<file path="src/rtl/pe_array_cfg_seq_pkg.sv">
// Shared constants for the PE-array configuration sequencer: payload width,
// the idle select code and the sequencer state encoding.
package pe_array_cfg_seq_pkg;

    localparam int unsigned PE_INST = 16;

    // pe_sel == 3'b111 addresses no element, so this select leaves the array untouched
    localparam logic [4:0] IDLE_SEL = 5'b00111;

    typedef enum logic [2:0] {
        ST_IDLE,
        ST_FETCH,
        ST_LOAD,
        ST_RUN,
        ST_DONE
    } state_e;

endpackage

</file>
<file path="src/rtl/pe_array_cfg_seq_if.sv">
// Config-memory read port: the sequencer issues ren/addr, and the memory
// returns the entry on cfg_rdata one cycle later.
interface pe_array_cfg_seq_if #(
    parameter int unsigned CFG_AW = 8
);
    import pe_array_cfg_seq_pkg::*;

    logic              cfg_ren;
    logic [CFG_AW-1:0] cfg_addr;
    logic [PE_INST+4:0] cfg_rdata;

    modport master (
        output cfg_ren,
        output cfg_addr,
        input  cfg_rdata
    );

    modport slave (
        input  cfg_ren,
        input  cfg_addr,
        output cfg_rdata
    );

endinterface

</file>
<file path="src/rtl/pe_array_cfg_seq.sv">
// Loads cfg_count entries from config memory into the PE array, two cycles per
// entry, then drives one run select for run_cycles cycles and pulses done.
module pe_array_cfg_seq
    import pe_array_cfg_seq_pkg::*;
#(
    parameter int unsigned CFG_AW = 8,
    parameter int unsigned RUN_W  = 16
) (
    input  logic                clk,
    input  logic                rst,
    input  logic                start,
    input  logic                abort,
    input  logic [CFG_AW-1:0]   cfg_base,
    input  logic [CFG_AW-1:0]   cfg_count,
    input  logic [4:0]          run_target,
    input  logic [RUN_W-1:0]    run_cycles,
    pe_array_cfg_seq_if.master  cfg,
    output logic [4:0]          init_PE_array,
    output logic [PE_INST-1:0]  pe_config,
    output logic [4:0]          run_PE_array,
    output logic                busy,
    output logic                done
);

    state_e              state, state_n;
    logic [CFG_AW-1:0]   ent_cnt;
    logic [CFG_AW-1:0]   ptr;
    logic [RUN_W-1:0]    run_cnt;
    logic [4:0]          run_tgt;
    logic [PE_INST-1:0]  pe_cfg_q;
    logic                accept;

    assign accept = start && !abort;

    always_ff @(posedge clk or negedge rst) begin
        if (!rst) begin
            state    <= ST_IDLE;
            ent_cnt  <= '0;
            ptr      <= '0;
            run_cnt  <= '0;
            run_tgt  <= IDLE_SEL;
            pe_cfg_q <= '0;
        end else begin
            state <= state_n;
            case (state)
                ST_IDLE: begin
                    if (accept) begin
                        ent_cnt <= cfg_count;
                        ptr     <= cfg_base;
                        run_cnt <= run_cycles;
                        run_tgt <= run_target;
                    end
                end
                ST_LOAD: begin
                    ptr      <= ptr + CFG_AW'(1);
                    ent_cnt  <= ent_cnt - CFG_AW'(1);
                    pe_cfg_q <= cfg.cfg_rdata[PE_INST-1:0];
                end
                ST_RUN:  run_cnt <= run_cnt - RUN_W'(1);
                default: ;
            endcase
        end
    end

    always_comb begin
        state_n       = state;
        cfg.cfg_ren   = 1'b0;
        cfg.cfg_addr  = ptr;
        init_PE_array = IDLE_SEL;
        pe_config     = pe_cfg_q;
        run_PE_array  = IDLE_SEL;
        busy          = (state != ST_IDLE);
        done          = 1'b0;

        case (state)
            ST_IDLE: begin
                if (accept) begin
                    if (cfg_count != '0)       state_n = ST_FETCH;
                    else if (run_cycles != '0) state_n = ST_RUN;
                    else                       state_n = ST_DONE;
                end
            end
            ST_FETCH: begin
                cfg.cfg_ren = 1'b1;
                state_n     = ST_LOAD;
            end
            ST_LOAD: begin
                // rdata is the entry fetched in the previous cycle; forward it straight through
                init_PE_array = cfg.cfg_rdata[PE_INST+4 -: 5];
                pe_config     = cfg.cfg_rdata[PE_INST-1:0];
                if (ent_cnt > CFG_AW'(1))  state_n = ST_FETCH;
                else if (run_cnt != '0)    state_n = ST_RUN;
                else                       state_n = ST_DONE;
            end
            ST_RUN: begin
                run_PE_array = run_tgt;
                if (run_cnt <= RUN_W'(1)) state_n = ST_DONE;
            end
            ST_DONE: begin
                done    = 1'b1;
                state_n = ST_IDLE;
            end
            default: state_n = ST_IDLE;
        endcase

        if (abort && state != ST_IDLE) state_n = ST_IDLE;
    end

endmodule

</file>
<file path="src/flat_wrapper.sv">
// flat-port wrapper written by rule: the top's interface ports become plain ports
module pe_array_cfg_seq_flat import pe_array_cfg_seq_pkg::*;
#(
    parameter int unsigned CFG_AW = 8,
    parameter int unsigned RUN_W  = 16
)
  (clk, rst, start, abort, cfg_base, cfg_count, run_target, run_cycles, init_PE_array, pe_config, run_PE_array, busy, done, cfg_cfg_ren, cfg_cfg_addr, cfg_cfg_rdata);
  pe_array_cfg_seq_if #(.CFG_AW(CFG_AW)) cfg_i ();
  input  logic clk;
  input  logic rst;
  input  logic start;
  input  logic abort;
  input  logic [CFG_AW-1:0] cfg_base;
  input  logic [CFG_AW-1:0] cfg_count;
  input  logic [4:0] run_target;
  input  logic [RUN_W-1:0] run_cycles;
  output logic [4:0] init_PE_array;
  output logic [PE_INST-1:0] pe_config;
  output logic [4:0] run_PE_array;
  output logic busy;
  output logic done;
  output wire logic [$bits(cfg_i.cfg_ren)-1:0] cfg_cfg_ren;
  output wire logic [$bits(cfg_i.cfg_addr)-1:0] cfg_cfg_addr;
  input wire logic [$bits(cfg_i.cfg_rdata)-1:0] cfg_cfg_rdata;
  assign cfg_cfg_ren = cfg_i.cfg_ren;
  assign cfg_cfg_addr = cfg_i.cfg_addr;
  assign cfg_i.cfg_rdata = cfg_cfg_rdata;
  pe_array_cfg_seq #(.CFG_AW(CFG_AW), .RUN_W(RUN_W)) u_core (.clk(clk), .rst(rst), .start(start), .abort(abort), .cfg_base(cfg_base), .cfg_count(cfg_count), .run_target(run_target), .run_cycles(run_cycles), .cfg(cfg_i), .init_PE_array(init_PE_array), .pe_config(pe_config), .run_PE_array(run_PE_array), .busy(busy), .done(done));
endmodule
</file>
<file path="config.mk">
export PLATFORM = sky130hd
export DESIGN_NAME = pe_array_cfg_seq_flat
export DESIGN_NICKNAME = d
export VERILOG_FILES = /design/src/rtl/pe_array_cfg_seq_pkg.sv /design/src/rtl/pe_array_cfg_seq_if.sv /design/src/rtl/pe_array_cfg_seq.sv /design/src/flat_wrapper.sv
export SDC_FILE = /design/constraint.sdc
export NUM_CORES = 1
export LEC_CHECK = 0
export ABC_AREA = 1
export CAP_MARGIN = 20
export CORE_ASPECT_RATIO = 1.2
export CORE_MARGIN = 4
export CORE_UTILIZATION = 48
export CTS_BUF_LIST = sky130_fd_sc_hd__clkbuf_16
export DETAILED_ROUTE_END_ITERATION = 7
export GPL_TIMING_DRIVEN = 0
export PLACE_DENSITY = 0.79
export RECOVER_POWER = 50
export SYNTH_ARGS = -nofsm -noshare
export SYNTH_HDL_FRONTEND = slang
export SYNTH_SLANG_ARGS = --single-unit
</file>
<file path="constraint.sdc">
create_clock -name clk -period 1.9 [get_ports clk]
set_input_delay 0.19 -clock clk [delete_from_list [all_inputs] [get_ports clk]]
set_output_delay 0.19 -clock clk [all_outputs]
set_load 0.02 [all_outputs]
</file>
Word level (Yosys, flattened, before mapping)
Index checks and enable logic that the tools add are counted.
W data, S select, Z words.
- multiplexer cells: 19
- add/subtract/negate cells: 3
- divide/modulo/power cells: 0
- $mul: 0
- equality and inequality tests: 7
- bitwise operators: 0
- shift operators: 0
- magnitude comparators: 2
- reductions and logical operators: 14
- operators with widths (cell ; number):
    $mux W16 ; 2
    $pmux W16 S2 ; 1
    $pmux W8 S2 ; 2
    $reduce_bool A16 Y1 ; 2
    $mux W3 ; 7
    $le A16 B1 Y1 const B ; 1
    $mux W8 ; 2
    $sub A16 B1 Y16 const B ; 1
    $pmux W3 S4 ; 1
    $mux W5 ; 2
    $add A8 B1 Y8 const B ; 1
    $gt A8 B1 Y1 const B ; 1
    $reduce_and A2 Y1 ; 4
    $reduce_bool A8 Y1 ; 1
    $sub A8 B1 Y8 const B ; 1
    $eq A3 B2 Y1 const B ; 2
    $ne A3 B1 Y1 const B ; 2
    $reduce_bool A2 Y1 ; 2
    $eq A3 B1 Y1 const B ; 1
    $eq A3 B3 Y1 const B ; 1
    $logic_not A3 Y1 ; 1
    $reduce_bool A3 Y1 ; 1
    $logic_and A1 B1 Y1 ; 2
    $mux W1 ; 2
    2 further kinds ; 2
- memory bits (read-only): 0
- register bits: 56
- input port bits: 62
- output and inout bits: 37
- memories: 0
- bits in latches: 0
- bits in writable memories: 0
- word-level logic and storage cells: 51

Longest topological paths before layout
Gate-level depths: netlist of the first run.
- depth in word-level cells: 6
- gate-level depth with buffers: 10
- gate-level depth less buffers: 10

Worst setup path before layout of the first run
Ideal clock, no wire load.
- kind: register to register
- start point: reg u_core.run_cnt[0]
- end point: reg u_core.run_cnt[10]
- stages on the path, launching flop included: 10
- period minus slack after synthesis: 1.422 ns
- slack: 0.478 ns
- setup time: 0.116 ns
- buffers on the path: 0
- arrival: 1.305 ns
- required time: 1.784 ns
- cells stage by stage: dfrtp_1 -> inv_1 -> ha_1 -> nand2_1 -> nor2_2 -> nand2_1 -> xor2_1 -> nand2_1 -> nand2_1 -> nand2_1
- word-level cells in the longest chain between the ends: 2
- ends and longest elaborated chain (element ; RTL line ; text):
    from (decl) ; pe_array_cfg_seq.sv:28 ; logic [RUN_W-1:0] run_cnt;
    from (signal assigned) ; pe_array_cfg_seq.sv:50 ; run_cnt <= run_cycles;
    from (signal assigned) ; pe_array_cfg_seq.sv:59 ; ST_RUN: run_cnt <= run_cnt - RUN_W'(1);
    $sub A16 B1 Y16 ; pe_array_cfg_seq.sv:59 ;
    $pmux W16 S2 ; pe_array_cfg_seq.sv:45 ; case (state)
No other way between the ends.
A chain may end at the register's enable or synchronous reset.

Final worst setup path of the first run
- start point: reg u_core.state[2]
- end point: out pe_config[9]
- word-level cells in the longest chain between the ends: 2
- ends and longest elaborated chain (element ; RTL line ; text):
    from (decl) ; pe_array_cfg_seq.sv:25 ; state_e state, state_n;
    from (signal assigned) ; pe_array_cfg_seq.sv:44 ; state <= state_n;
    $eq A3 B2 Y1 ; pe_array_cfg_seq.sv:75 ; case (state)
    $mux W16 ; pe_array_cfg_seq.sv:75 ;
    to (decl) ; flat_wrapper.sv:18 ; output logic [PE_INST-1:0] pe_config;
No other way between the ends.

==> flow_summary_export.csv, run 1 <==
group,metric,value,unit
clock_tree,cts_buffer_depth,2,
drt,first_iter_violations,135,
global_route,grt_usage,0.232,
timing,timing_hold_violations_final,0,
global_route,gr-total-overflow,0,
critical_path,worstSetupPathType,"flop to output port",
yosys,synthCells,450,
placed_design,gp_congestion,0.945,
critical_path,critPathLaunchType,"flop",
pwr,combPwrFrac,0.540,
critical_path,cp-end-kind,"output port",
critical_path,critPathSlowestCell,"dfrtp_1",
drt,wire_per_inst,14.0,microns
drt,dr_total_vias,3365,
critical_path,rrSetupSlack,0.26,ns
placed_design,hpwl,6920,microns
critical_path,required,1.71,ns
die,die_height,98.6,microns
job,drv_cap,0,
critical_path,crit_buf_inv,4,
critical_path,cp.arrival,1.63,ns
clock_tree,cts-buffers-inserted,5,
finish,n_antenna_cell,0,
drt,route.detailed.drc,0,
global_route,grt_max_degree,35,
outcome,outcome,"finished, final reports clean",
drt,dr.pass1.iters,4,
yosys,syn_area_per_cell,7.30,sq um
pwr,p_per_area,1530,nW/um^2
clock_tree,cts_max_level,2,
yosys,synth_nets,518,
critical_path,max_stage_delay,0.40,ns
die,die_w,83.5,microns
pwr,swShare,0.457,
die,core.rowCount,32,
yosys,yosys_warnings,0,
clock_tree,cts_tree,"yes",
pwr,power_leakage,2.14,nW
finish,layout.nets,631,
timing,post-route-min-period,1.82,ns
worst_hold_path,hp-class,"input port to flop",
pwr,finalPower,6.89,mW
finish,syn2layout_area_growth,36.7,%
clock_tree,clock-root-buffer,"clkbuf_16",
clock_tree,clock-sinks,56,
pwr,switching_power,3.15,mW
timing,clock.fmax,550,MHz
yosys,netlist_area,3290,sq um
die,start_util,0.503,
drt,vias_per_cell,5.18,
global_route,antenna_found_initial,0,
placed_design,placed_cells,634,
finish,drive_above_1_share,0.131,
timing,hold-worst-slack,0.390,ns
timing,fin_crit_sh,0.957,
clock_tree,clk_pin_slew,0.07,ns
drt,postRouteAntennaNets,0,
drt,routed_wl,9100,microns
critical_path,path_cells,"inv_2 > nand2_2 > nor2_4 > inv_2 > buf_4 > nand2_1 > nand2_1 > clkdlybuf4s15_2",
placed_design,portBuffers,98,
yosys,yosysSeqAreaShare,0.428,
critical_path,path_delay_family,"buffers and inverters",
yosys,yosys_register_bits,56,
clock_tree,clk_latency,0.29,ns
finish,final_cells,649,
yosys,synth.distinct_cells,36,
critical_path,worst-path-max-fanout,10,
global_route,grt_pass1_wl,15800,microns
pwr,intPower,3.74,mW
die,die-area,8240,sq um
die,coreArea,6530,sq um
timing,slew-limit-headroom,0.0885,
pwr,ir_drop,0.909,mV
timing,tightest_slew,1.37,ns
global_route,grt_pass1_vias,3507,
timing,setup_viol,0,
timing,finClkSkew,0.00480,ns
die,ioPinCount,99,
pwr,p_seq_frac,0.328,
pwr,p_clk_frac,0.132,
timing,final_max_slew_viol_count,0,
## worst register-to-register path, delay by kind of cell (launching register included)
family | cells | cell delay [ns]
XOR/XNOR | 1 | 0.14
adder cells (fa/ha/maj) | 1 | 0.26
buffers and inverters | 1 | 0.13
flip-flops | 1 | 0.39
AND/OR/NAND/NOR | 6 | 0.61
## path summary, 6_finish.rpt
check	start	to	cells after the start
worst min-delay path	run_target[1]	u_core.run_tgt[1]	3
worst max register to register	u_core.run_cnt[0]	u_core.run_cnt[10]	9
worst min register to register	u_core.pe_cfg_q[0]	u_core.pe_cfg_q[0]	2
max in group asynchronous	rst	u_core.run_tgt[0]	3
worst max-delay path	u_core.state[2]	pe_config[9]	8
min in group asynchronous	rst	u_core.run_cnt[13]	2
## layout by cell type (no fill, tap or decap), types with 4 or more instances in the layout
cell type        instances
nand2_1                153
clkdlybuf4s50_1         69
nor2_1                  61
dfrtp_1                 52
inv_1                   38
nand3_1                 37
buf_2                   17
o21ai_0                 16
buf_4                   15
o211ai_1                11
a21oi_1                  8
dlygate4sd2_1            7
ha_1                     6
clkbuf_16                5
inv_2                    4
or2_2                    4
o21ai_1                  4
nor2_2                   4
nand4_1                  4
## kinds of logic (layout without fill, tap and decap cells)
logic type               count (synthesis)  count (layout)  share of synthesized area
AO/OA/AOI/OAI                           52              52                      0.101
AND/OR/NAND/NOR                        276             276                      0.356
flip-flops                              56              56                      0.428
adder cells (fa/ha/maj)                  6               6                     0.0228
XOR/XNOR                                 6               6                     0.0160
buffers and inverters                   54             168                     0.0758
## metal layers
metal | track usage | wire length [microns] | up-vias
met2 | 0.427 | 4730 | 100
li1 | - | - | 1672
met4 | 0.0668 | 114 | 0
met1 | 0.259 | 3660 | 1579
met5 | 0 | 0 | -
met3 | 0.0677 | 591 | 14
## stage by stage
step | utilization | cell area (sq um) | setup slack (ns) | setup TNS, ns
floorplan | - | 3290 | 0.478 | 0
global placement | 0.670 | 4370 | -1.13 | -62.60
detailed placement | 0.672 | 4390 | -0.143 | -2.06
CTS | 0.698 | 4550 | 0.00432 | 0
global route | 0.688 | 4490 | -0.00224 | -0.00224
finish | 0.688 | 4490 | 0.0810 | 0
## area by class of cell
class / count / area (sq um)
fillers: 569 / 2030
multi-input cells: 340 / 1640
flip-flops and latches: 56 / 1410
repair buffers: 108 / 957
inverters: 42 / 160
clock buffers: 5 / 125
well taps: 85 / 106
plain buffers: 10 / 86.3
clock inverters: 3 / 15.0
## cell usage after synthesis
| library cell | instances | area, sq um |
|---|---|---|
| a211oi_1 | 3 | 22.5 |
| a21oi_1 | 8 | 40.0 |
| a22oi_1 | 1 | 7.51 |
| buf_2 | 5 | 25.0 |
| buf_4 | 4 | 30.0 |
| buf_6 | 3 | 33.8 |
| dfrtp_1 | 53 | 1330 |
| dfstp_2 | 3 | 78.8 |
| ha_1 | 6 | 75.1 |
| inv_1 | 37 | 139 |
| inv_2 | 4 | 15.0 |
| inv_4 | 1 | 6.26 |
| nand2_1 | 153 | 574 |
| nand2_2 | 4 | 25.0 |
| nand3_1 | 37 | 185 |
| nand3_4 | 1 | 17.5 |
| nand3b_1 | 1 | 7.51 |
| nand4_1 | 4 | 25.0 |
| nor2_1 | 61 | 229 |
| nor2_2 | 4 | 25.0 |
| nor2_4 | 3 | 33.8 |
| nor3_1 | 1 | 5.00 |
| o211ai_1 | 11 | 82.6 |
| o21a_1 | 1 | 7.51 |
| o21ai_0 | 16 | 80.1 |
| o21ai_1 | 4 | 20.0 |
| o21bai_1 | 1 | 7.51 |
| o221a_2 | 1 | 11.3 |
| o221ai_1 | 1 | 8.76 |
| o22ai_1 | 2 | 12.5 |
| o22ai_2 | 2 | 25.0 |
| o31ai_1 | 1 | 7.51 |
| or2_1 | 3 | 18.8 |
| or2_2 | 4 | 25.0 |
| xnor2_1 | 3 | 26.3 |
| xor2_1 | 3 | 26.3 |
## registers in the layout, indices dropped and copies added (netlist names)
name                 count
u_core.cfg.cfg_addr      8
u_core.state             3
u_core.ent_cnt           8
u_core.run_tgt           5
u_core.pe_cfg_q         16
u_core.run_cnt          16
## what timing repair did
action                                  4_1_cts  5_1_grt
hold buffers                                  1        0
gates resized for setup                      83       10
setup buffers                                 7        1
hold endpoints to repair                     20        0
endpoints found under the setup margin       26       17
pin swaps                                     1        1
## power groups by stage
stage	registers [mW]	logic, mW	clock network [mW]
after floorplan	2.26	2.39	0
after global placement	2.24	3.85	0
after detailed placement	2.27	3.92	0
after CTS	2.26	3.84	0.924
after global routing	2.33	4.15	0.978
final	2.26	3.72	0.911
Power figures use the tool's default switching activity.
==> run 2: changes to the inputs <==
CTS_BUF_LIST = default   (was sky130_fd_sc_hd__clkbuf_16)
CTS_CLUSTER_SIZE = 24   (was default)
==> run 2 against run 1 <==
  * Non-clock buffer count is the same
  * Global-route usage fell by 0.32 points
  * Sequential share of layout area grew 0.35 points
  * Worst hold slack lost 0.031 ns
  * Routed wire length is 0.88% lower
  * Critical path type unchanged
  * Critical endpoint is now run_PE_array[1]
==> flow_summary_export.csv, run 2 (synthesis gave the netlist of run 1 again) <==
group,metric,value,unit
worst_hold_path,hp-class,"input port to flop",
drt,dr.pass1.iters,4,
timing,clock.fmax,542,MHz
timing,hold-worst-slack,0.359,ns
critical_path,worstSetupPathType,"flop to output port",
drt,route.detailed.drc,0,
critical_path,critPathLaunchType,"flop",
placed_design,gp_congestion,0.945,
critical_path,critPathSlowestCell,"dfrtp_1",
critical_path,max_stage_delay,0.42,ns
placed_design,hpwl,6920,microns
placed_design,dp_slack,-0.143,ns
pwr,ir_drop,0.898,mV
placed_design,portBuffers,98,
clock_tree,clk_latency,0.32,ns
timing,setup_slack,0.0565,ns
timing,setup_viol,0,
drt,dr_total_vias,3359,
drt,vias_per_cell,5.18,
outcome,outcome,"finished, final reports clean",
critical_path,cp.arrival,1.65,ns
finish,syn2layout_area_growth,35.2,%
die,die_w,83.5,microns
timing,fin_crit_sh,0.970,
drt,wire_per_inst,13.9,microns
timing,final_max_slew_viol_count,0,
timing,post-route-min-period,1.84,ns
global_route,grt_usage,0.228,
finish,layout.nets,631,
clock_tree,clock-root-buffer,"clkbuf_8",
clock_tree,cts-buffers-inserted,5,
drt,postRouteAntennaNets,0,
die,die-area,8240,sq um
pwr,finalPower,6.65,mW
global_route,grt_max_degree,35,
die,die_height,98.6,microns
drt,routed_wl,9020,microns
global_route,gr-total-overflow,0,
finish,n_fill_cell,577,
finish,n_antenna_cell,0,
pwr,p_seq_frac,0.340,
finish,drive_above_1_share,0.133,
timing,tightest_slew,1.36,ns
critical_path,required,1.71,ns
timing,rsz0062_at_grt,"no",
pwr,p_per_area,1500,nW/um^2
finish,final_common_cell,"nand2_1",
pwr,switching_power,3.10,mW
timing,finClkSkew,0.0131,ns
die,core.rowCount,32,
pwr,intPower,3.54,mW
pwr,p_clk_frac,0.104,
critical_path,cp-end-kind,"output port",
timing,slew-limit-headroom,0.0906,
global_route,grt_pass1_wl,15500,microns
clock_tree,clock-sinks,56,
global_route,antenna_found_initial,0,
finish,final_cell_mix,"153 x nand2_1, 69 x clkdlybuf4s50_1, 61 x nor2_1, 52 x dfrtp_1",
clock_tree,cts_buffer_depth,2,
job,drv_cap,0,
die,start_util,0.503,
timing,timing_hold_violations_final,0,
drt,first_iter_violations,121,
global_route,grt_pass1_vias,3455,
critical_path,path_cells,"inv_2 > nand2_2 > inv_1 > nand2_4 > or2_2 > dlygate4sd2_1",
clock_tree,clk_pin_slew,0.11,ns
finish,top_regs,"u_core.pe_cfg_q x16, u_core.run_cnt x16",
critical_path,rrSetupSlack,0.28,ns
die,coreArea,6530,sq um
die,ioPinCount,99,
pwr,swShare,0.467,
pwr,combPwrFrac,0.556,
critical_path,worst-path-max-fanout,5,
pwr,power_leakage,2.12,nW
clock_tree,cts_max_level,2,
clock_tree,cts_tree,"yes",
## run 2: routing by layer
layer / track usage / up-vias / wire length, microns
li1: - / 1670 / -
met1: 0.257 / 1552 / 3610
met2: 0.417 / 127 / 4580
met3: 0.0610 / 10 / 721
met4: 0.0792 / 0 / 108
met5: 0 / - / 0
## run 2: layout make-up
cell class / count / area [sq um] / share of cell area
buffer: 10 / 86.3 / 0.0194
tap: 85 / 106 / 0.0239
timing repair buffer: 108 / 953 / 0.215
clock buffer: 7 / 86.3 / 0.0194
multi-input combinational: 340 / 1640 / 0.368
clock inverter: 1 / 7.51 / 0.00169
inverter: 42 / 160 / 0.0360
sequential: 56 / 1410 / 0.317
## run 2: worst paths after layout
| check | endpoint | cells after the start | startpoint |
|---|---|---|---|
| min reg2reg | u_core.pe_cfg_q[9] | 2 | u_core.pe_cfg_q[9] |
| min | u_core.run_tgt[1] | 3 | run_target[1] |
| max in group asynchronous | u_core.run_tgt[0] | 3 | rst |
| min in group asynchronous | u_core.run_cnt[13] | 2 | rst |
| max | run_PE_array[1] | 6 | u_core.state[2] |
| max reg2reg | u_core.run_cnt[10] | 9 | u_core.run_cnt[0] |
## run 2: worst max-delay path, delay by kind of cell (launching register included)
kind / cells / cell delay [ns]
buf+inv: 3 / 0.50
flops: 1 / 0.42
simple gates: 3 / 0.43
## run 2: timing repair
| item | 4_1_cts | 5_1_grt |
|---|---|---|
| gates resized for setup | 93 | 6 |
| pin swaps | 1 | 1 |
| endpoints found under the hold margin | 20 | 0 |
| setup buffers | 7 | 1 |
| endpoints found under the setup margin | 28 | 21 |
| hold buffers | 1 | 0 |
## run 2: stage by stage
step	cells	setup TNS [ns]	cell area, sq um	utilization
after floorplan	450	0	3290	-
after global placement	633	-62.60	4370	0.670
after detailed placement	634	-2.06	4390	0.672
after CTS	649	0	4470	0.684
after global routing	649	0	4440	0.681
final	649	0	4440	0.681
## run 2: power by group through the flow
| stage | Sequential, mW | Combinational [mW] | Clock [mW] |
|---|---|---|---|
| finish | 2.26 | 3.69 | 0.693 |
| global route | 2.33 | 4.13 | 0.766 |
| CTS | 2.25 | 3.76 | 0.708 |
| detailed placement | 2.27 | 3.92 | 0 |
| global placement | 2.24 | 3.85 | 0 |
| floorplan | 2.26 | 2.39 | 0 |
